--- src/rtl/alu_rs_scheduler.sv ---
// rtl/alu_rs_scheduler.sv - ALU reservation station with CDB wakeup and single-issue scheduler
// Build option ALU_RS_OLDEST_FIRST_EN: issue the oldest ready entry instead of the lowest-index one.
module alu_rs_scheduler #(
  parameter int DEPTH  = 4,
  parameter int OP_W   = 4,
  parameter int DATA_W = 32,
  parameter int TAG_W  = 3
) (
  input  logic              clk,
  input  logic              rst,
  input  logic              flush,
  input  logic              alu_write,
  input  logic [OP_W-1:0]   in_op,
  input  logic              in_q1_busy,
  input  logic [TAG_W-1:0]  in_q1_tag,
  input  logic [DATA_W-1:0] in_v1,
  input  logic              in_q2_busy,
  input  logic [TAG_W-1:0]  in_q2_tag,
  input  logic [DATA_W-1:0] in_v2,
  input  logic [TAG_W-1:0]  in_dest,
  output logic              alu_stall,
  input  logic              cdb_valid,
  input  logic [TAG_W-1:0]  cdb_tag,
  input  logic [DATA_W-1:0] cdb_data,
  output logic              out_valid,
  input  logic              out_ready,
  output logic [OP_W-1:0]   out_op,
  output logic [DATA_W-1:0] out_a,
  output logic [DATA_W-1:0] out_b,
  output logic [TAG_W-1:0]  out_dest
);
  localparam int IDX_W  = $clog2(DEPTH);
  localparam int RANK_W = IDX_W + 1;

  logic [DEPTH-1:0]  valid_q, b1_q, b2_q;
  logic [OP_W-1:0]   op_q   [DEPTH];
  logic [TAG_W-1:0]  t1_q   [DEPTH];
  logic [TAG_W-1:0]  t2_q   [DEPTH];
  logic [DATA_W-1:0] v1_q   [DEPTH];
  logic [DATA_W-1:0] v2_q   [DEPTH];
  logic [TAG_W-1:0]  dest_q [DEPTH];

  logic              out_valid_q;
  logic [OP_W-1:0]   out_op_q;
  logic [DATA_W-1:0] out_a_q, out_b_q;
  logic [TAG_W-1:0]  out_dest_q;

  logic [DEPTH-1:0]  ready;
  logic [IDX_W-1:0]  free_idx, sel_idx;
  logic              issue_en, do_issue, accept;
  logic              in_hit1, in_hit2;

  assign alu_stall = &valid_q;
  assign ready     = valid_q & ~b1_q & ~b2_q;
  assign issue_en  = ~out_valid_q | out_ready;
  assign do_issue  = issue_en & (|ready);
  assign accept    = alu_write & ~alu_stall;
  // Bypass so a broadcast coinciding with the write is not lost.
  assign in_hit1   = in_q1_busy & cdb_valid & (in_q1_tag == cdb_tag);
  assign in_hit2   = in_q2_busy & cdb_valid & (in_q2_tag == cdb_tag);

  always_comb begin
    free_idx = '0;
    for (int i = DEPTH - 1; i >= 0; i--) begin
      if (!valid_q[i]) free_idx = IDX_W'(i);
    end
  end

`ifdef ALU_RS_OLDEST_FIRST_EN
  // Rank 0 is the oldest live entry; ranks stay dense as entries leave.
  logic [RANK_W-1:0] rank_q [DEPTH];
  logic [RANK_W-1:0] valid_cnt, new_rank;
  logic              sel_found;

  always_comb begin
    sel_idx   = '0;
    sel_found = 1'b0;
    valid_cnt = '0;
    for (int i = 0; i < DEPTH; i++) begin
      if (ready[i] && (!sel_found || rank_q[i] < rank_q[sel_idx])) begin
        sel_idx   = IDX_W'(i);
        sel_found = 1'b1;
      end
      valid_cnt = valid_cnt + RANK_W'(valid_q[i]);
    end
    new_rank = valid_cnt - RANK_W'(do_issue);
  end
`else
  always_comb begin
    sel_idx = '0;
    for (int i = DEPTH - 1; i >= 0; i--) begin
      if (ready[i]) sel_idx = IDX_W'(i);
    end
  end
`endif

  always_ff @(posedge clk) begin
    if (rst || flush) begin
      valid_q     <= '0;
      out_valid_q <= 1'b0;
      out_op_q    <= '0;
      out_a_q     <= '0;
      out_b_q     <= '0;
      out_dest_q  <= '0;
`ifdef ALU_RS_OLDEST_FIRST_EN
      for (int i = 0; i < DEPTH; i++) rank_q[i] <= '0;
`endif
    end else begin
      for (int i = 0; i < DEPTH; i++) begin
        if (valid_q[i] && b1_q[i] && cdb_valid && t1_q[i] == cdb_tag) begin
          v1_q[i] <= cdb_data;
          b1_q[i] <= 1'b0;
        end
        if (valid_q[i] && b2_q[i] && cdb_valid && t2_q[i] == cdb_tag) begin
          v2_q[i] <= cdb_data;
          b2_q[i] <= 1'b0;
        end
`ifdef ALU_RS_OLDEST_FIRST_EN
        if (do_issue && valid_q[i] && rank_q[i] > rank_q[sel_idx])
          rank_q[i] <= rank_q[i] - RANK_W'(1);
`endif
      end

      if (do_issue) begin
        out_valid_q      <= 1'b1;
        out_op_q         <= op_q[sel_idx];
        out_a_q          <= v1_q[sel_idx];
        out_b_q          <= v2_q[sel_idx];
        out_dest_q       <= dest_q[sel_idx];
        valid_q[sel_idx] <= 1'b0;
      end else if (issue_en) begin
        out_valid_q <= 1'b0;
      end

      if (accept) begin
        valid_q[free_idx] <= 1'b1;
        op_q[free_idx]    <= in_op;
        b1_q[free_idx]    <= in_q1_busy & ~in_hit1;
        t1_q[free_idx]    <= in_q1_tag;
        v1_q[free_idx]    <= in_hit1 ? cdb_data : in_v1;
        b2_q[free_idx]    <= in_q2_busy & ~in_hit2;
        t2_q[free_idx]    <= in_q2_tag;
        v2_q[free_idx]    <= in_hit2 ? cdb_data : in_v2;
        dest_q[free_idx]  <= in_dest;
`ifdef ALU_RS_OLDEST_FIRST_EN
        rank_q[free_idx]  <= new_rank;
`endif
      end
    end
  end

  assign out_valid = out_valid_q;
  assign out_op    = out_op_q;
  assign out_a     = out_a_q;
  assign out_b     = out_b_q;
  assign out_dest  = out_dest_q;
endmodule

--- config.mk ---
export PLATFORM = sky130hd
export DESIGN_NAME = alu_rs_scheduler
export DESIGN_NICKNAME = d
export VERILOG_FILES = /design/src/rtl/alu_rs_scheduler.sv
export SDC_FILE = /design/constraint.sdc
export NUM_CORES = 1
export LEC_CHECK = 0
export CAP_MARGIN = 0
export CORE_AREA = 2 2 191 193
export CTS_CLUSTER_SIZE = 8
export DETAILED_ROUTE_END_ITERATION = 7
export DIE_AREA = 0 0 193 195
export DONT_BUFFER_PORTS = 1
export MAX_ROUTING_LAYER = met4
export PLACE_DENSITY_LB_ADDON = 0.25
export SETUP_SLACK_MARGIN = 0.1
export SLEW_MARGIN = 10
export SYNTH_ARGS = -nofsm -noshare
export SYNTH_HDL_FRONTEND = slang
export SYNTH_SLANG_ARGS = --single-unit
--- constraint.sdc ---
create_clock -name clk -period 3.8 [get_ports clk]
set_clock_uncertainty 0.05 [all_clocks]
set_input_delay 0.19 -clock clk [delete_from_list [all_inputs] [get_ports clk]]
set_output_delay 0.19 -clock clk [all_outputs]
set_load 0.01 [all_outputs]
==> reports/qor.csv <==
stage,metric,value,unit
worst_setup_path,Register-to-Register Path Depth,6,
sta,Final Hold Viols,0,
worst_setup_path,Reg2Reg Setup Slack,0.36,ns
cts,clock transition at the registers of the reported paths,0.05,ns
power_and_ir_drop,maximum VDD drop,0.364,mV
synthesis,"Async S/R FF share, synth",0,
flow_run,maxcap violations,0,
worst_setup_path,CP Launch Type,flip-flop,
route,initial DRC count,794,
cts,CTS sink count,392,
synthesis,Synth cell types,43,
final_layout,share of cells above drive strength 1,0.267,
worst_setup_path,Setup crit end kind,flip-flop,
final_layout,Nets,1484,
final_layout,"commonest non-fill, non-tap cells in the layout","edfxtp_1, mux2_2, dlygate4sd3_1, nand2_1, a21oi_1",
global_routing,vias in the first global route,11800,
route,vias per std cell,6.15,
power_and_ir_drop,Power Dens Cells,462,mW/mm^2
sta,worst slew pin tran,1.13,ns
power_and_ir_drop,Pwr Total,9.77,mW
route,Pre-antenna DRT Iters,5,
floorplanning,Die Width,193,microns
global_routing,gr usage total,0.275,
global_routing,initial antenna violation count,6,
sta,RSZ-0062 raised after global routing,false,
global_routing,first-pass GRT wire length,74700,microns
sta,TNS Setup,0,ns
sta,final worst path period need,3.44,ns
cts,Root Driver,clkbuf_16,
route,DRT antenna net count,0,
route,via count,11500,
floorplanning,num rows,69,
synthesis,Post-synth EDFFs,316,
route,WL/cell,26.9,microns
final_layout,"commonest non-fill, non-tap cell in the layout",edfxtp_1,
worst_setup_path,worst setup path endpoint,v2_q[3][23],
floorplanning,chip height,195,microns
cts,Post-CTS Setup Bufs,0,
worst_setup_path,Crit Path Category,flip-flop to flip-flop,
sta,final setup fails,0,
min_path,worst hold start,alu_write,
worst_setup_path,crit path from,valid_q[1],
global_routing,largest net degree at the start of global routing,76,
placement,IO buf count,0,
cts,htree depth,2,
placement,dpl hpwl,27900,microns
synthesis,#FFs+latches synth,392,
synthesis,Post-Syn Instances,1219,
cts,Bufs on Longest Clock Path,3,
synthesis,synth warn,0,
power_and_ir_drop,LEAKAGE,7.26,nW
final_layout,"Core Util, Final",0.597,
worst_setup_path,required time at the worst-slack endpoint,4.05,ns
floorplanning,Starting Density,0.496,
route,drt drc,0,
floorplanning,Die ar.,0.0376,sq mm
final_layout,Layout area overhead,20.4,%
floorplanning,CORE AREA,0.0354,sq mm
worst_setup_path,critical path arrival,3.69,ns
sta,count of pins over their slew limit,0,
cts,post-CTS sizing,0,
synthesis,Synthesized Nets,1339,
cts,clock insertion delay at the later pin of the skew report,0.57,ns
placement,GPL Wtd Cong,0.781,
sta,fin crit share,0.904,
worst_setup_path,maximum fanout along the worst path,17,
floorplanning,I/O pin total,193,
cts,clock buffer count from CTS,54,
sta,slew margin rel.,0.249,
min_path,Hold Path Class,primary input to flip-flop,
worst_setup_path,worst r2r src,valid_q[1],
run_status,outcome,completed,
worst_setup_path,reg2reg end,v2_q[3][23],
synthesis,"Cell Area, Synth",0.0176,sq mm
sta,f_max,291,MHz
synthesis,register area share after synthesis,0.627,
synthesis,syn_area_per_cell,14.4,sq um
global_routing,GRT Residual Overflow,0,
synthesis,Main synth FF type,edfxtp_1,
route,Routed WL,50300,microns
cts,CTS tree,done,
[Yosys cell counts (2+ instances only)]
| library cell | number | area (sq um) |
|---|---|---|
| nand3_1 | 2 | 10.0 |
| a2bb2o_1 | 8 | 80.1 |
| o31ai_1 | 2 | 15.0 |
| a31o_2 | 2 | 17.5 |
| o221ai_1 | 71 | 622 |
| buf_1 | 2 | 7.51 |
| buf_2 | 14 | 70.1 |
| a21oi_1 | 79 | 395 |
| buf_6 | 12 | 135 |
| and2_1 | 5 | 31.3 |
| buf_12 | 6 | 120 |
| mux2_4 | 60 | 901 |
| mux2_2 | 190 | 2140 |
| xor2_1 | 28 | 245 |
| clkbuf_1 | 60 | 225 |
| or3b_2 | 3 | 26.3 |
| edfxtp_1 | 316 | 9490 |
| nor2_1 | 14 | 52.6 |
| o21ai_1 | 11 | 55.1 |
| o21ai_0 | 61 | 305 |
| nand2b_1 | 2 | 12.5 |
| dfxtp_1 | 76 | 1520 |
| nor3_1 | 2 | 10.0 |
| xnor2_1 | 2 | 17.5 |
| o31a_1 | 2 | 17.5 |
| buf_4 | 3 | 22.5 |
| nor4_1 | 6 | 37.5 |
| nor3b_1 | 2 | 15.0 |
| mux2_1 | 6 | 67.6 |
| nand2_1 | 85 | 319 |
| or4_4 | 2 | 22.5 |
| nand4_1 | 2 | 12.5 |
| or2_2 | 2 | 12.5 |
| a31oi_1 | 72 | 450 |
[stage by stage]
step                      std cells  instance area (sq um)  hold slack (ns)  worst slack, ns
after floorplan                1219                  17600            0.239            0.921
after global placement         1616                  18000            0.239            0.993
after detailed placement       1616                  18000            0.239            0.907
after CTS                      1863                  21100           0.0273            0.395
after global routing           1870                  21100           0.0550            0.236
final                          1871                  21100           0.0430            0.363
[worst min path at each step]
stage / slack, ns / depth (start not counted) / end
floorplan: 0.24 / 0 / dest_q[0][0]
global placement: 0.24 / 0 / op_q[0][0]
detailed placement: 0.24 / 0 / dest_q[0][0]
CTS: 0.03 / 2 / op_q[1][3]
global route: 0.05 / 2 / b2_q[0]
finish: 0.04 / 2 / op_q[1][3]
[flip-flops by register name, summed over array words and instances (netlist names)]
| name | count |
|---|---|
| v2_q | 128 |
| b1_q | 4 |
| dest_q | 12 |
| out_op | 4 |
| out_a | 32 |
| out_dest | 3 |
| out_valid | 1 |
| t2_q | 12 |
| op_q | 16 |
| out_b | 32 |
| t1_q | 12 |
| b2_q | 4 |
| valid_q | 4 |
| v1_q | 128 |
[power breakdown]
group          total, mW  switching (mW)  internal [mW]
clock               4.48            1.74           2.74
combinational      0.561           0.258          0.303
sequential          4.73          0.0276           4.70
total               9.77            2.02           7.75
[area by class of cell]
cell class,count,area (sq um)
sequential,392,11000
timing repair buffer,187,1870
tap,461,577
clock buffer,94,1570
multi-input combinational,728,6080
fill,2717,14300
inverter,1,3.75
antenna,8,20.0
[worst max-delay path: stages, from the launching register on]
cell and delay [ns]:
dfxtp_1 0.53, nand2_1 0.17, nor3_1 0.52, nand3_2 0.63, buf_12 0.40, mux2_2 0.28
dlygate4sd3_1 0.56
[layer usage]
| metal | GRT usage | up-vias | wire length [microns] |
|---|---|---|---|
| li1 | - | 5100 | - |
| met1 | 0.352 | 5853 | 20500 |
| met2 | 0.442 | 475 | 24500 |
| met3 | 0.0593 | 85 | 4090 |
| met4 | 0.0774 | 0 | 1210 |
| met5 | - | - | 0 |
[cell families (layout without fill, tap and decap cells)]
| logic type | after synthesis | after routing | synth area share |
|---|---|---|---|
| mux | 256 | 256 | 0.177 |
| xor+xnor | 30 | 30 | 0.0150 |
| buf+inv | 99 | 282 | 0.0336 |
| compound gates | 310 | 310 | 0.113 |
| other cells | 0 | 8 | 0 |
| flops | 392 | 392 | 0.627 |
| simple gates | 132 | 132 | 0.0341 |
[timing repair]
action                                 CTS  global route
endpoints found under the hold margin  310             0
hold buffers                           153             0
setup endpoints to repair                0             0
Note: power is estimated with default switching activity, not from simulation.
